[src/rtl/cpu_pkg.sv]
// Shared encodings for the mini CPU control path: sequencer states, opcodes and IR field positions.
package cpu_pkg;

  typedef enum logic [3:0] {
    S_IDLE   = 4'd0,
    S_T0     = 4'd1,
    S_T1     = 4'd2,
    S_T2     = 4'd3,
    S_T3     = 4'd4,
    S_T4     = 4'd5,
    S_T5     = 4'd6,
    S_T6     = 4'd7,
    S_HALTED = 4'd8
  } state_t;

  typedef enum logic [2:0] {
    CLS_ALU,
    CLS_MULDIV,
    CLS_NOP,
    CLS_HALT,
    CLS_ILLEGAL
  } op_class_t;

  localparam logic [4:0] OP_SHRA     = 5'b00101;
  localparam logic [4:0] OP_ALU_LAST = 5'b01011;
  localparam logic [4:0] OP_MUL      = 5'b01111;
  localparam logic [4:0] OP_DIV      = 5'b10000;
  localparam logic [4:0] OP_NOP      = 5'b11010;
  localparam logic [4:0] OP_HALT     = 5'b11011;

  localparam int IR_OP_LSB = 27;
  localparam int IR_RA_LSB = 23;
  localparam int IR_RB_LSB = 19;
  localparam int IR_RC_LSB = 15;

  // MUL/DIV fall into the illegal class when the multiply/divide path is not built.
  function automatic op_class_t classify(input logic [4:0] opcode, input logic muldiv_en);
    if (opcode <= OP_ALU_LAST) return CLS_ALU;
    if ((opcode == OP_MUL || opcode == OP_DIV) && muldiv_en) return CLS_MULDIV;
    if (opcode == OP_NOP) return CLS_NOP;
    if (opcode == OP_HALT) return CLS_HALT;
    return CLS_ILLEGAL;
  endfunction

endpackage

[src/rtl/reg_decode.sv]
// 4-to-16 one-hot register select decoder; output is all-zero when not enabled.
module reg_decode (
  input  logic [3:0]  sel,
  input  logic        en,
  output logic [15:0] onehot
);

  always_comb begin
    onehot = '0;
    if (en) onehot[sel] = 1'b1;
  end

endmodule

[src/rtl/control_sequencer.sv]
// Hardwired T-state control unit driving data_path enables: fetch, decode, ALU and MUL/DIV execute.
// CONTROL_SEQ_MULDIV_EN builds the MUL/DIV sequence; without it those opcodes are illegal.
module control_sequencer
  import cpu_pkg::*;
(
  input  logic        Clock,
  input  logic        clear,
  input  logic        run,
  input  logic [31:0] IR,
  output logic        PCout,
  output logic        Zhighout,
  output logic        Zlowout,
  output logic        MDRout,
  output logic        HIout,
  output logic        LOout,
  output logic        MARin,
  output logic        PCin,
  output logic        MDRin,
  output logic        IRin,
  output logic        Yin,
  output logic        ZHighin,
  output logic        Zlowin,
  output logic        HIin,
  output logic        LOin,
  output logic        IncPC,
  output logic        Read,
  output logic [15:0] reg_out,
  output logic [15:0] reg_in,
  output logic [4:0]  op,
  output logic        running,
  output logic        illegal,
  output state_t      state
);

`ifdef CONTROL_SEQ_MULDIV_EN
  localparam logic MULDIV_EN = 1'b1;
`else
  localparam logic MULDIV_EN = 1'b0;
`endif

  state_t    state_next;
  op_class_t cls;
  logic [4:0] opcode;
  logic [3:0] ra, rb, rc;
  logic [3:0] ro_sel;
  logic       ro_en, ri_en;
  logic       ir_unused;

  assign opcode    = IR[IR_OP_LSB +: 5];
  assign ra        = IR[IR_RA_LSB +: 4];
  assign rb        = IR[IR_RB_LSB +: 4];
  assign rc        = IR[IR_RC_LSB +: 4];
  assign cls       = classify(opcode, MULDIV_EN);
  assign ir_unused = ^IR[14:0];

  always_ff @(posedge Clock or posedge clear) begin
    if (clear) state <= S_IDLE;
    else       state <= state_next;
  end

  // Moore decode: outputs depend only on the state register and the latched IR.
  always_comb begin
    state_next = state;
    PCout = 1'b0; Zhighout = 1'b0; Zlowout = 1'b0; MDRout = 1'b0;
    HIout = 1'b0; LOout = 1'b0;
    MARin = 1'b0; PCin = 1'b0; MDRin = 1'b0; IRin = 1'b0; Yin = 1'b0;
    ZHighin = 1'b0; Zlowin = 1'b0; HIin = 1'b0; LOin = 1'b0;
    IncPC = 1'b0; Read = 1'b0;
    op = 5'd0; illegal = 1'b0;
    ro_en = 1'b0; ro_sel = rb; ri_en = 1'b0;
    running = (state != S_IDLE) && (state != S_HALTED);
    case (state)
      S_IDLE: if (run) state_next = S_T0;
      S_T0: begin
        PCout = 1'b1; MARin = 1'b1; IncPC = 1'b1; Zlowin = 1'b1;
        state_next = S_T1;
      end
      S_T1: begin
        Zlowout = 1'b1; PCin = 1'b1; Read = 1'b1; MDRin = 1'b1;
        state_next = S_T2;
      end
      S_T2: begin
        MDRout = 1'b1; IRin = 1'b1;
        state_next = S_T3;
      end
      S_T3: begin
        case (cls)
          CLS_ALU, CLS_MULDIV: begin
            ro_en = 1'b1; ro_sel = rb; Yin = 1'b1;
            state_next = S_T4;
          end
          CLS_NOP:  state_next = S_T0;
          CLS_HALT: state_next = S_HALTED;
          default: begin
            illegal = 1'b1;
            state_next = S_T0;
          end
        endcase
      end
      S_T4: begin
        ro_en = 1'b1; ro_sel = rc; op = opcode; Zlowin = 1'b1;
`ifdef CONTROL_SEQ_MULDIV_EN
        ZHighin = (cls == CLS_MULDIV);
`endif
        state_next = S_T5;
      end
      S_T5: begin
        Zlowout = 1'b1;
`ifdef CONTROL_SEQ_MULDIV_EN
        if (cls == CLS_MULDIV) begin
          LOin = 1'b1;
          state_next = S_T6;
        end else begin
          ri_en = 1'b1;
          state_next = S_T0;
        end
`else
        ri_en = 1'b1;
        state_next = S_T0;
`endif
      end
`ifdef CONTROL_SEQ_MULDIV_EN
      S_T6: begin
        Zhighout = 1'b1; HIin = 1'b1;
        state_next = S_T0;
      end
`endif
      S_HALTED: if (!run) state_next = S_IDLE;
      default:  state_next = S_IDLE;
    endcase
  end

  reg_decode u_reg_out (.sel(ro_sel), .en(ro_en), .onehot(reg_out));
  reg_decode u_reg_in  (.sel(ra),     .en(ri_en), .onehot(reg_in));

endmodule
[config.mk]
export PLATFORM = sky130hd
export DESIGN_NAME = control_sequencer
export DESIGN_NICKNAME = d
export VERILOG_FILES = /design/src/rtl/cpu_pkg.sv /design/src/rtl/reg_decode.sv /design/src/rtl/control_sequencer.sv
export SDC_FILE = /design/constraint.sdc
export NUM_CORES = 1
export LEC_CHECK = 0
export CORE_MARGIN = 2
export CORE_UTILIZATION = 26
export DETAILED_ROUTE_END_ITERATION = 7
export PLACE_DENSITY_LB_ADDON = 0.05
export REMOVE_ABC_BUFFERS = 1
export SLEW_MARGIN = 20
export SYNTH_ARGS = -nofsm -noshare
export SYNTH_HDL_FRONTEND = slang
export SYNTH_SLANG_ARGS = --single-unit
[constraint.sdc]
create_clock -name Clock -period 2.05 [get_ports Clock]
set_input_delay 0.5125 -clock Clock [delete_from_list [all_inputs] [get_ports Clock]]
set_output_delay 0.5125 -clock Clock [all_outputs]
set_load 0.02 [all_outputs]
# Word level (Yosys, flattened, before mapping)
# Index checks and enable logic that the tools add are counted.
[op_classes]
muxes = 35
reduce_logical = 11
n_eq_ne = 15
n_lt_le_gt_ge = 5
[ops]
columns = ["operator", "n"]
rows = [
  ["$mux W16", 2],
  ["$pmux W4 S8", 1],
  ["$mux W1", 18],
  ["$mux W3", 6],
  ["$eq A4 B3 Y1 const B", 3],
  ["$mux W4", 3],
  ["$eq A5 B5 Y1 const B", 2],
  ["$lt A4 B5 Y1 const B", 2],
  ["$demux W1 S4", 2],
  ["$eq A4 B2 Y1 const B", 2],
  ["$ge A4 B1 Y1 const B", 2],
  ["$pmux W4 S2", 1],
  ["$eq A3 B2 Y1 const B", 2],
  ["$reduce_or A2 Y1", 3],
  ["$le A5 B4 Y1 const B", 1],
  ["$mux W5", 1],
  ["$eq A4 B1 Y1 const B", 1],
  ["$eq A4 B4 Y1 const B", 1],
  ["$logic_not A4 Y1", 1],
  ["$ne A2 B2 Y1 const B", 2],
  ["$ne A4 B4 Y1 const B", 1],
  ["$reduce_bool A4 Y1", 1],
  ["$reduce_or A4 Y1", 1],
  ["$eq A3 B1 Y1 const B", 1],
  ["4 further kinds", 6],
]
[word_totals]
wordCells = 67
in_bits = 35
output_inout_bits = 60
ff_bits = 4

# Depth between registers and ports, before layout
# Gate-level depths: netlist of run 1.
[logic_depth]
word_depth = 13
depth_mapped = 5
mapped_depth_nobuf = 3

# Cells and area by module
# Synthesis of run 1 repeated with hierarchy kept, for this count alone.
[unflattened]
hier_cells = 101
hier_area_um2 = 709.4
[modules_own_cells]
columns = ["mod", "cells_per_inst", "seq_area_each_um2", "area_each_um2", "instances"]
rows = [
  ["control_sequencer", 55, 100.1, 471.7, 1],
  ["reg_decode (u_reg_in)", 23, 0.0, 120.1, 1],
  ["reg_decode (u_reg_out)", 23, 0.0, 117.6, 1],
]

# Worst setup path before layout of run 1
# OpenSTA, ideal clock, no wires.
[synth_timing]
path_kind = "reg-to-output"
from = "register state[1]"
to = "output port PCin"
t_required_ns = 1.537
arrival_ns = 1.705
n_path_buf = 1
slack_ns = -0.167
stages_incl_launch_ff = 4
path_cell_list = "dfrtp_1 or2b_1 nor3_1 buf_4"
[synth_via]
elab_chain_len = 2
[synth_lines]
columns = ["element", "line", "source"]
rows = [
  ["start: declaration", "control_sequencer.sv:32", "output state_t state"],
  ["start signal: assignment", "control_sequencer.sv:58", "else state <= state_next;"],
  ["$eq A4 B2 Y1", "--", ""],
  ["$mux W1", "--", ""],
  ["end: declaration", "control_sequencer.sv:17", "output logic PCin,"],
]
# Every way passes these cells.

# Final worst setup path of run 1
[layout_timing]
from = "register state[0]"
to = "output port reg_in[0]"
[layout_via]
elab_chain_len = 3
[layout_lines]
columns = ["element", "line", "source"]
rows = [
  ["$eq A4 B3 Y1", "control_sequencer.sv:72", "case (state)"],
  ["$mux W1", "control_sequencer.sv:72", ""],
  ["$mux W16", "reg_decode.sv:10", "if (en) onehot[sel] = 1'b1;"],
  ["end: declaration", "control_sequencer.sv:28", "output logic [15:0] reg_in,"],
]
# Every way passes these cells.

==> results of run 1 <==
==> worst max-delay path, delay by kind of cell (launching register included) <==
kind                   cells  cell delay [ns]
AND/OR/NAND/NOR            3             0.86
buffers and inverters      2             0.30
flip-flops                 1             0.42
==> final timing paths <==
path                             end
hold / removal              state[3]
max in group asynchronous   state[3]
setup reg to reg            state[3]
hold reg to reg             state[3]
setup / recovery           reg_in[0]
min in group Clock          state[3]
==> area by class of cell <==
cell class | count | area [um2]
Tap cell | 31 | 38.8
Inverter | 2 | 7.51
Sequential cell | 4 | 101
Multi-Input combinational cell | 94 | 663
Timing Repair Buffer | 108 | 895
Clock buffer | 3 | 22.5
Fill cell | 261 | 1010
==> synth_stat cells (3+ instances only) <==
| library cell | instances | area (um2) |
|---|---|---|
| and2_1 | 6 | 37.5 |
| buf_4 | 11 | 82.6 |
| dfrtp_1 | 4 | 100 |
| nand2_1 | 8 | 30.0 |
| nand2b_1 | 7 | 43.8 |
| nand3_1 | 3 | 15.0 |
| nand3b_1 | 3 | 22.5 |
| nor2_1 | 16 | 60.1 |
| nor3_1 | 8 | 40.0 |
| o22ai_1 | 16 | 100 |
| or2_2 | 3 | 18.8 |
| or3_1 | 3 | 18.8 |
==> layer usage <==
| layer | GRT usage, % | vias to the layer above |
|---|---|---|
| met2 | 34.4 | 66 |
| met3 | 4.76 | 5 |
| met1 | 21.3 | 577 |
| met4 | 2.99 | 0 |
| met5 | 0 | - |
| li1 | - | 586 |
==> logic make-up after synthesis <==
group / after synthesis
AO/OA/AOI/OAI: 20
flip-flops: 4
other: 1
AND/OR/NAND/NOR: 68
buffers and inverters: 16
==> layout by cell type, fill, tap and decap left out, types with 7 or more instances in the layout <==
cell / n
buf_6: 19
clkdlybuf4s50_1: 16
nand2_1: 8
buf_2: 8
nand2b_1: 7
buf_4: 53
nor2_1: 11
o22ai_1: 15
==> power by group through the flow <==
stage	clock [uW]	sequential (uW)	combinational [uW]
after floorplan	0	196	374
after detailed placement	0	136	1000
final	104	143	1070
after global routing	115	144	1130
after global placement	0	135	983
after CTS	105	138	1010
==> through the flow <==
stage	setup TNS (ns)	instance area, um2
2_1_floorplan	-12.29	664
3_3_place_gp	-22.81	1610
3_5_place_dp	-23.53	1610
4_1_cts	-4.85	1620
5_1_grt	-10.62	1730
6_report	-7.06	1730
==> timing repair <==
| item | in CTS | in global routing |
|---|---|---|
| resized for setup | 250 | 38 |
| setup endpoints to repair | 50 | 49 |
| hold buffers | 0 | 0 |
| setup buffers | 6 | 5 |
| pin swaps | 22 | 9 |
==> impl_results.md, run 1 <==
* Setup-failing EPs final at 37
* Final HPWL DP at 2.48 mm
* Crit path kind: reg -> out
* XOR/XNOR Fraction of Synth Area at 0%
* Initial antenna violation count at 0
* Cells along the critical path: buf_6 -> and4bb_4 -> or3b_4 -> nor3_2 -> buf_4
* CP Capture Type: output pin
* Post-synth ARST share at 100%
* Register area share after synthesis at 13.5%
* Mapped cell area at 743 um2
* CP Launch Type: flip-flop
* I/O pin total at 95
* Synth Area in Compound Gates at 17.2%
* Total clock buffers created by CTS at 3
* Sequential share of power at 10.9%
* Placer Congestion at 0.780
* Register-to-register setup slack at 0.51 ns
* Final hold viol count at 0
* Clock power share at 7.9%
* Logic pwr share at 81.2%
* Die W at 57.5 um
* Setup WS post-layout at -0.291 ns
* Pint at 700 uW
* All-Layer GR Usage at 18.5%
* Max FFs per register at 4
* Fin cells at 242
* Violated checks: setup timing
* Final core utilization at 63.2%
* CTS H-tree lvls at 1
* DRT met1 WL at 1.15 mm
* Outcome: finished, violations left
* Power density cells at 760 nW/um2
* Met2 wire len at 1.83 mm
* CP startpoint: state[0]
* Core Region at 2730 um2
* Final Max Slew Viols at 0
* Drt pass-1 iters at 4
* Worst Hold Class: in -> async
* Final total power at 1310 uW
* Reg2Reg Launch Point: state[1]
* Net Sw Frac at 46.7%
* Worst stage delay on the critical path at 0.43 ns
* CP max stage cell: or3b_4
* Mux share of post-synthesis cell area at 0%
* Clock root cell: clkbuf_4
* Dpl ws at -0.759 ns
* #FFs+latches synth at 4
* Area Overhead vs Synth at 132%
* Largest net degree at the start of global routing at 8
* Adder and majority cell fraction of the synthesized area at 0%
* Hold WS at 0.453 ns
* Req. time, crit path at 1.54 ns
* Yosys warning count at 0
* Number of flops mapped to enable cells by yosys at 0
* Fin crit share at 114%
* FP Rows at 19
* Worst EP arrival at 1.83 ns
* Die Area at 3300 um2
* Layout cells sized above 1 at 56.9%
* Max-Cap Viols at 0
* First-pass GRT wire length at 4.93 mm
* Largest registers: state (4)
* Vias at 1234
* CTS tree: built
* RSZ-0062 raised after global routing: true
* Largest family of logic cells by synthesized area: simple AND/OR/NAND/NOR gates
* Die span in y at 57.5 um
* Clk_skew at 0.00125 ns
* DR top layer: met4
* Crit-path max FO at 4
* Detail Route Antenna Nets at 0
* Post-Synth Simple-Gate Area at 54.7%
* Dpl cells at 228
* Vias per cell at 5.10
* Syn Area/Cell at 6.82 um2
* Net switching power at 612 uW
* Drt drc at 0
* Metal3 WL at 343 um
* Clock transition at the registers of the reported paths at 0.04 ns
* Vias in the first global route at 1093
* ANT cells at 0
* Final nets at 248
* Worst-Skew Late Latency at 0.24 ns
* Cell count of the worst reg-to-reg path at 7
* Quantity of I/O buffers inserted on ports at 73
* WL final at 3.36 mm
* Biggest register: state
* P_leak at 0.000824 uW
* Commonest register cell after synthesis: dfrtp_1
* Netlist cell types at 30
* CTS sink cnt at 4
* Initial Util at 27.2%
* Worst ir drop on vdd at 0.652 mV
* Iteration-0 DRC Markers at 35
* Routed WL per cell at 13.9 um
* Fmax at 427 MHz
* Syn Inst Count at 109
* Clock Path Buffers at 2
* Tmin final at 2.34 ns
* GRT Residual Overflow at 0
No activity file was read; power rests on OpenSTA's default activity.
==> run 2: changes to the inputs <==
CAP_MARGIN = 25   (was unset)
RECOVER_POWER = 50   (was unset)
==> run 2 against run 1 <==
  * The flow still finishes with violations (setup timing)
  * Maximum frequency unchanged
  * Cell area stayed put
  * Critical path type unchanged
  * Highest routed layer unchanged
  * Critical endpoint unchanged
  * Die area unchanged
==> impl_results.md, run 2 (synthesis results as in run 1) <==
* Outcome: finished, violations left
* Violated checks: setup timing
* All-Layer GR Usage at 18.5% (unchanged)
* Layout cells sized above 1 at 56.9% (unchanged)
* Worst ir drop on vdd at 0.652 mV (about the same)
* Initial Util at 27.2% (unchanged)
* GRT Residual Overflow at 0 (unchanged)
* CTS tree: built
* CTS H-tree lvls at 1 (unchanged)
* WL final at 3.36 mm (unchanged)
* Buf/Inv on CP at 2 (unchanged)
* Crit path kind: reg -> out
* Final HPWL DP at 2.48 mm (unchanged)
* Fin crit share at 114% (unchanged)
* Iteration-0 DRC Markers at 35 (unchanged)
* Worst stage delay on the critical path at 0.43 ns (about the same)
* Vias per cell at 5.10 (unchanged)
* Cells along the critical path: buf_6 -> and4bb_4 -> or3b_4 -> nor3_2 -> buf_4
* Most frequent cells in the layout: 53 x buf_4, 19 x buf_6, 15 x o22ai_1, 15 x clkdlybuf4s50_1, 11 x nor2_1
* Worst Hold Class: in -> async
* Reg2Reg Launch Point: state[1]
* Top Usage Layer GRT: met2
* Worst EP arrival at 1.83 ns (about the same)
* CP max stage cell: or3b_4
* Largest net degree at the start of global routing at 8 (unchanged)
* CP Launch Type: flip-flop
* Total clock buffers created by CTS at 3 (unchanged)
* Fmax at 427 MHz (unchanged)
* Clock transition at the registers of the reported paths at 0.04 ns (about the same)
* Worst-Skew Late Latency at 0.24 ns (about the same)
* Detail Route Antenna Nets at 0 (unchanged)
* Fillcell total at 261 (unchanged)
* First-pass GRT wire length at 4.93 mm (unchanged)
* CTS sink cnt at 4 (unchanged)
* Vias in the first global route at 1093 (unchanged)
* P_leak at 0.000824 uW (about the same)
* Register-to-register setup slack at 0.51 ns (about the same)
* Hold_buf cts at 0 (unchanged)
* Setup crit end: reg_in[0]
* Drt drc at 0 (unchanged)
* Placer Congestion at 0.780 (unchanged)
* Fin cells at 242 (unchanged)
* Crit Reg-Reg Endpoint: state[3]
* Routed WL per cell at 13.9 um (unchanged)
* FP Rows at 19 (unchanged)
* Die W at 57.5 um (unchanged)
* Dpl ws at -0.759 ns (unchanged)
* Die span in y at 57.5 um (unchanged)
* Clock root cell: clkbuf_4
* Commonest non-fill, non-tap cell in the layout: buf_4
* RSZ-0062 raised after global routing: true
* ANT cells at 0 (unchanged)
* Clock Path Buffers at 2 (unchanged)
* Initial antenna violation count at 0 (unchanged)
* Max FFs per register at 4 (unchanged)
* GR Util met3 at 4.76% (unchanged)
* Clk_skew at 0.00125 ns (unchanged)
* Area Overhead vs Synth at 132% (unchanged)
* CP top delay family: simple AND/OR/NAND/NOR gates
* Die Area at 3300 um2 (unchanged)
* Drt pass-1 iters at 4 (unchanged)
* Final hold viol count at 0 (unchanged)
* Cell count of the worst reg-to-reg path at 7 (unchanged)
* Met2 Track Usage GR at 34.4% (unchanged)
* Final Max Slew Viols at 0 (unchanged)
* Tmin final at 2.34 ns (unchanged)
* Setup WS post-layout at -0.291 ns (unchanged)
* Quantity of I/O buffers inserted on ports at 73 (unchanged)
* Setup_tns at -7.06 ns (unchanged)
* Final nets at 248 (unchanged)
* Dpl cells at 228 (unchanged)
* CP Capture Type: output pin
* CP startpoint: state[0]
* Setup-failing EPs final at 37 (unchanged)
* Core Region at 2730 um2 (unchanged)
* Crit path depth at 5 (unchanged)
* Req. time, crit path at 1.54 ns (about the same)
* Power density cells at 760 nW/um2 (about the same)
* Vias at 1234 (unchanged)
* Crit-path max FO at 4 (unchanged)
* Met1 usage at 21.3% (unchanged)
* Max-Cap Viols at 0 (unchanged)
* Largest registers: state (4)
* Biggest register: state
* I/O pin total at 95 (unchanged)
-- run 2: changes by cell type in the layout (fill, tap and decap cells not counted), sizes merged --
| cell | before | now |
|---|---|---|
| dlygate4sd3 | 0 | 1 |
| clkdlybuf4s50 | 16 | 15 |
-- run 2: how the worst min path moves through the flow --
| stage | slack, ns | to |
|---|---|---|
| final | 0.59 | state[3] |
| after detailed placement | 0.66 | state[3] |
| after global placement | 0.65 | state[3] |
| after CTS | 0.45 | state[1] |
| after global routing | 0.59 | state[2] |
| after floorplan | 0.28 | state[0] |
-- run 2: metrics by stage --
step	utilization, %	hold slack [ns]	power, uW	instance area (um2)
2_1_floorplan	-	0.279	570	664
5_1_grt	63.2	0.594	1390	1730
4_1_cts	59.4	0.450	1250	1620
3_5_place_dp	59.0	0.656	1140	1610
6_report	63.2	0.590	1310	1730
3_3_place_gp	59.0	0.648	1120	1610
-- run 2: metal layers --
metal | vias to the layer above | part of all wire (%) | routed length [um]
li1 | 586 | - | -
met2 | 66 | 54 | 1830
met5 | - | 0 | 0
met3 | 5 | 10 | 343
met1 | 577 | 34 | 1150
met4 | 0 | 0.92 | 31
-- run 2: timing repair --
| item | 4_1_cts | 5_1_grt |
|---|---|---|
| pin swaps | 22 | 9 |
| setup buffers | 6 | 5 |
| gates cloned | 0 | 0 |
| setup endpoints to repair | 50 | 49 |
| resized for setup | 250 | 38 |
-- run 2: final cells by class --
cell class / instances / area (um2) / area share (%)
Clock buffer: 3 / 22.5 / 1.30
Timing Repair Buffer: 108 / 895 / 51.8
Sequential cell: 4 / 101 / 5.87
Inverter: 2 / 7.51 / 0.434
Multi-Input combinational cell: 94 / 663 / 38.4
Tap cell: 31 / 38.8 / 2.24
-- run 2: worst register-to-register path, stage by stage, from the launching register on --
cell and delay (ns):
dfrtp_1 0.40, buf_6 0.15, nor4b_4 0.36, buf_4 0.19, buf_6 0.09, buf_4 0.09
buf_4 0.09, o2bb2ai_1 0.10
-- run 2: where the power goes --
group	leakage (uW)	switching, uW	internal [uW]
Sequential	0.0000496	35.7	107
Clock	0.0000138	38.0	65.9
Combinational	0.000760	539	527
==> run 3: changes to the inputs <==
PLACE_DENSITY = 0.82   (was unset)
PLACE_DENSITY_LB_ADDON = unset   (was 0.05)
==> run 3 against run 2 <==
  * The run still ends with setup timing left
  * Flip-flop and latch count is the same
  * Die area is the same
  * Non-clock buffer count shrank 6
  * Clock skew grew 0.011 ns
  * Utilization grew 2.5 points
  * Sequential share of layout area shrank 0.081 points
  * Critical path type unchanged
  * Critical endpoint is now reg_out[8]
==> impl_results.md, run 3 (synthesis results as in run 1) <==
* Dpl cells at 227 (-0.44%)
* Sequential Area at 104 um2 (+2.5%)
* All-Layer GR Usage at 20.5% (+2.1 points)
* Final nets at 242 (-2.4%)
* Clk_skew at 0.0118 ns (+0.0105 ns)
* Die Area at 3300 um2 (unchanged)
* Setup_tns at -4.15 ns (+2.91 ns)
* Total clock buffers created by CTS at 3 (unchanged)
* Final HPWL DP at 2.50 mm (+0.87%)
* ANT cells at 0 (unchanged)
* CP max stage cell: dfrtp_2
* Max FFs per register at 4 (unchanged)
* GRT Residual Overflow at 0 (unchanged)
* Iteration-0 DRC Markers at 90 (+160%)
* Clock Path Buffers at 2 (unchanged)
* Detail Route Antenna Nets at 0 (unchanged)
* Routed WL per cell at 15.1 um (+8.7%)
* Register-to-register setup slack at 0.58 ns (+0.07 ns)
* Clock transition at the registers of the reported paths at 0.05 ns (about the same)
* CTS H-tree lvls at 1 (unchanged)
* Final Max Slew Viols at 0 (unchanged)
* Drt drc at 0 (unchanged)
* Fillcell total at 235 (-10%)
* Max-Cap Viols at 0 (unchanged)
* Initial Util at 27.2% (unchanged)
* Crit Reg-Reg Endpoint: state[2]
* CTS sink cnt at 4 (unchanged)
* First-pass GRT wire length at 5.42 mm (+10%)
* Vias in the first global route at 1183 (+8.2%)
* Quantity of I/O buffers inserted on ports at 73 (unchanged)
* Biggest register: state
* Crit path depth at 5 (unchanged)
* Worst stage delay on the critical path at 0.44 ns (about the same)
* Core Region at 2730 um2 (unchanged)
* Tmin final at 2.29 ns (-0.0504 ns)
* Largest net degree at the start of global routing at 8 (unchanged)
* I/O pin total at 95 (unchanged)
* Cell count of the worst reg-to-reg path at 5 (-2)
* P_leak at 0.000852 uW (+3.4%)
* Die W at 57.5 um (unchanged)
* Reg2Reg Launch Point: state[2]
* Worst-Skew Late Latency at 0.25 ns (about the same)
* WL final at 3.56 mm (+6.0%)
* Worst ir drop on vdd at 0.815 mV (+25%)
* Hold WS at 0.589 ns (-0.000743 ns)
* Initial antenna violation count at 0 (unchanged)
* Setup WS post-layout at -0.240 ns (+0.0504 ns)
* CP Capture Type: output pin
* CP top delay family: simple AND/OR/NAND/NOR gates
* FP Rows at 19 (unchanged)
* Setup-failing EPs final at 37 (unchanged)
* CP Launch Type: flip-flop
* Worst EP arrival at 1.78 ns (-0.05 ns)
* Fin crit share at 112% (-2.5 points)
* Crit path kind: reg -> out
* Layout cells sized above 1 at 58.0% (+1.2 points)
* Vias per cell at 5.19 (+1.8%)
* Area Overhead vs Synth at 142%
* Violated checks: setup timing
* Final core utilization at 65.7% (+2.5 points)
* Worst Hold Class: in -> async
* Buf/Inv on CP at 2 (unchanged)
* Area of the multi-input gates at 737 um2 (+11%)
* Vias at 1225 (-0.73%)
* Placer Congestion at 0.846 (+8.5%)
* Commonest non-fill, non-tap cell in the layout: buf_4
* Req. time, crit path at 1.54 ns (about the same)
* Final hold viol count at 0 (unchanged)
* CTS tree: built
* Final total power at 1290 uW (-2.1%)
* Power density cells at 716 nW/um2 (-5.8%)
* Crit-path max FO at 4 (unchanged)
* Drt pass-1 iters at 4 (unchanged)
* Outcome: finished, violations left
* Largest registers: state (4)
* Clock root cell: clkbuf_4
* Fin cells at 236 (-2.5%)
* Die span in y at 57.5 um (unchanged)
* Cells along the critical path: nor4b_4 -> buf_4 -> nand4b_1 -> o22ai_2 -> buf_6
* RSZ-0062 raised after global routing: true
* Most frequent cells in the layout: 42 x buf_4, 25 x buf_6, 11 x nor2_1, 11 x clkdlybuf4s50_1, 10 x o22ai_1
* Fmax at 437 MHz (+2.2%)
[run 3: changes by cell type in the layout (fill, tap and decap cells not counted), sizes merged]
cell	change
clkdlybuf4s50	-4
clkbuf	-4
dlygate4sd2	+3
dlymetal6s2s	+1
dlygate4sd3	+1
clkdlybuf4s15	+1
buf	-4
[run 3: how the worst max path moves through the flow]
| stage | start | endpoint | slack, ns |
|---|---|---|---|
| 6_report | state[1] | reg_out[8] | -0.24 |
| 5_1_grt | state[1] | reg_out[12] | -0.30 |
| 4_1_cts | state[1] | reg_out[5] | -0.21 |
| 3_5_place_dp | IR[30] | reg_out[13] | -0.81 |
| 3_3_place_gp | IR[30] | reg_out[2] | -0.71 |
| 2_1_floorplan | state[1] | MDRin | -0.59 |
[run 3: area by class of cell]
type | instances | area share [%]
clock buffers | 3 | 1.25
repair buffers | 102 | 49.3
well taps | 31 | 2.16
flip-flops and latches | 4 | 5.78
inverters | 2 | 0.418
multi-input cells | 94 | 41.0
[run 3: what timing repair did]
item,in CTS,in global routing
endpoints found under the hold margin,0,0
setup endpoints to repair,50,51
setup buffers,5,2
hold buffers,0,0
cloned,0,0
pin swaps,26,6
gates resized for setup,274,45
[run 3: metal layers]
metal  up-vias  track usage [%]  wire, um
met5         -                0         0
li1        574                -         -
met2        62             40.9      2000
met1       583             20.7      1230
met4         0             5.98        71
met3         6             4.76       261
[run 3: report_power, final]
| group | switching, uW | internal [uW] |
|---|---|---|
| Sequential | 46.0 | 111 |
| Combinational | 530 | 490 |
| Clock | 41.8 | 66.1 |
[run 3: metrics by stage]
step,worst slack (ns),instance area [um2]
after floorplan,-0.588,664
after CTS,-0.208,1710
after detailed placement,-0.805,1610
final,-0.240,1800
after global placement,-0.710,1610
after global routing,-0.300,1800
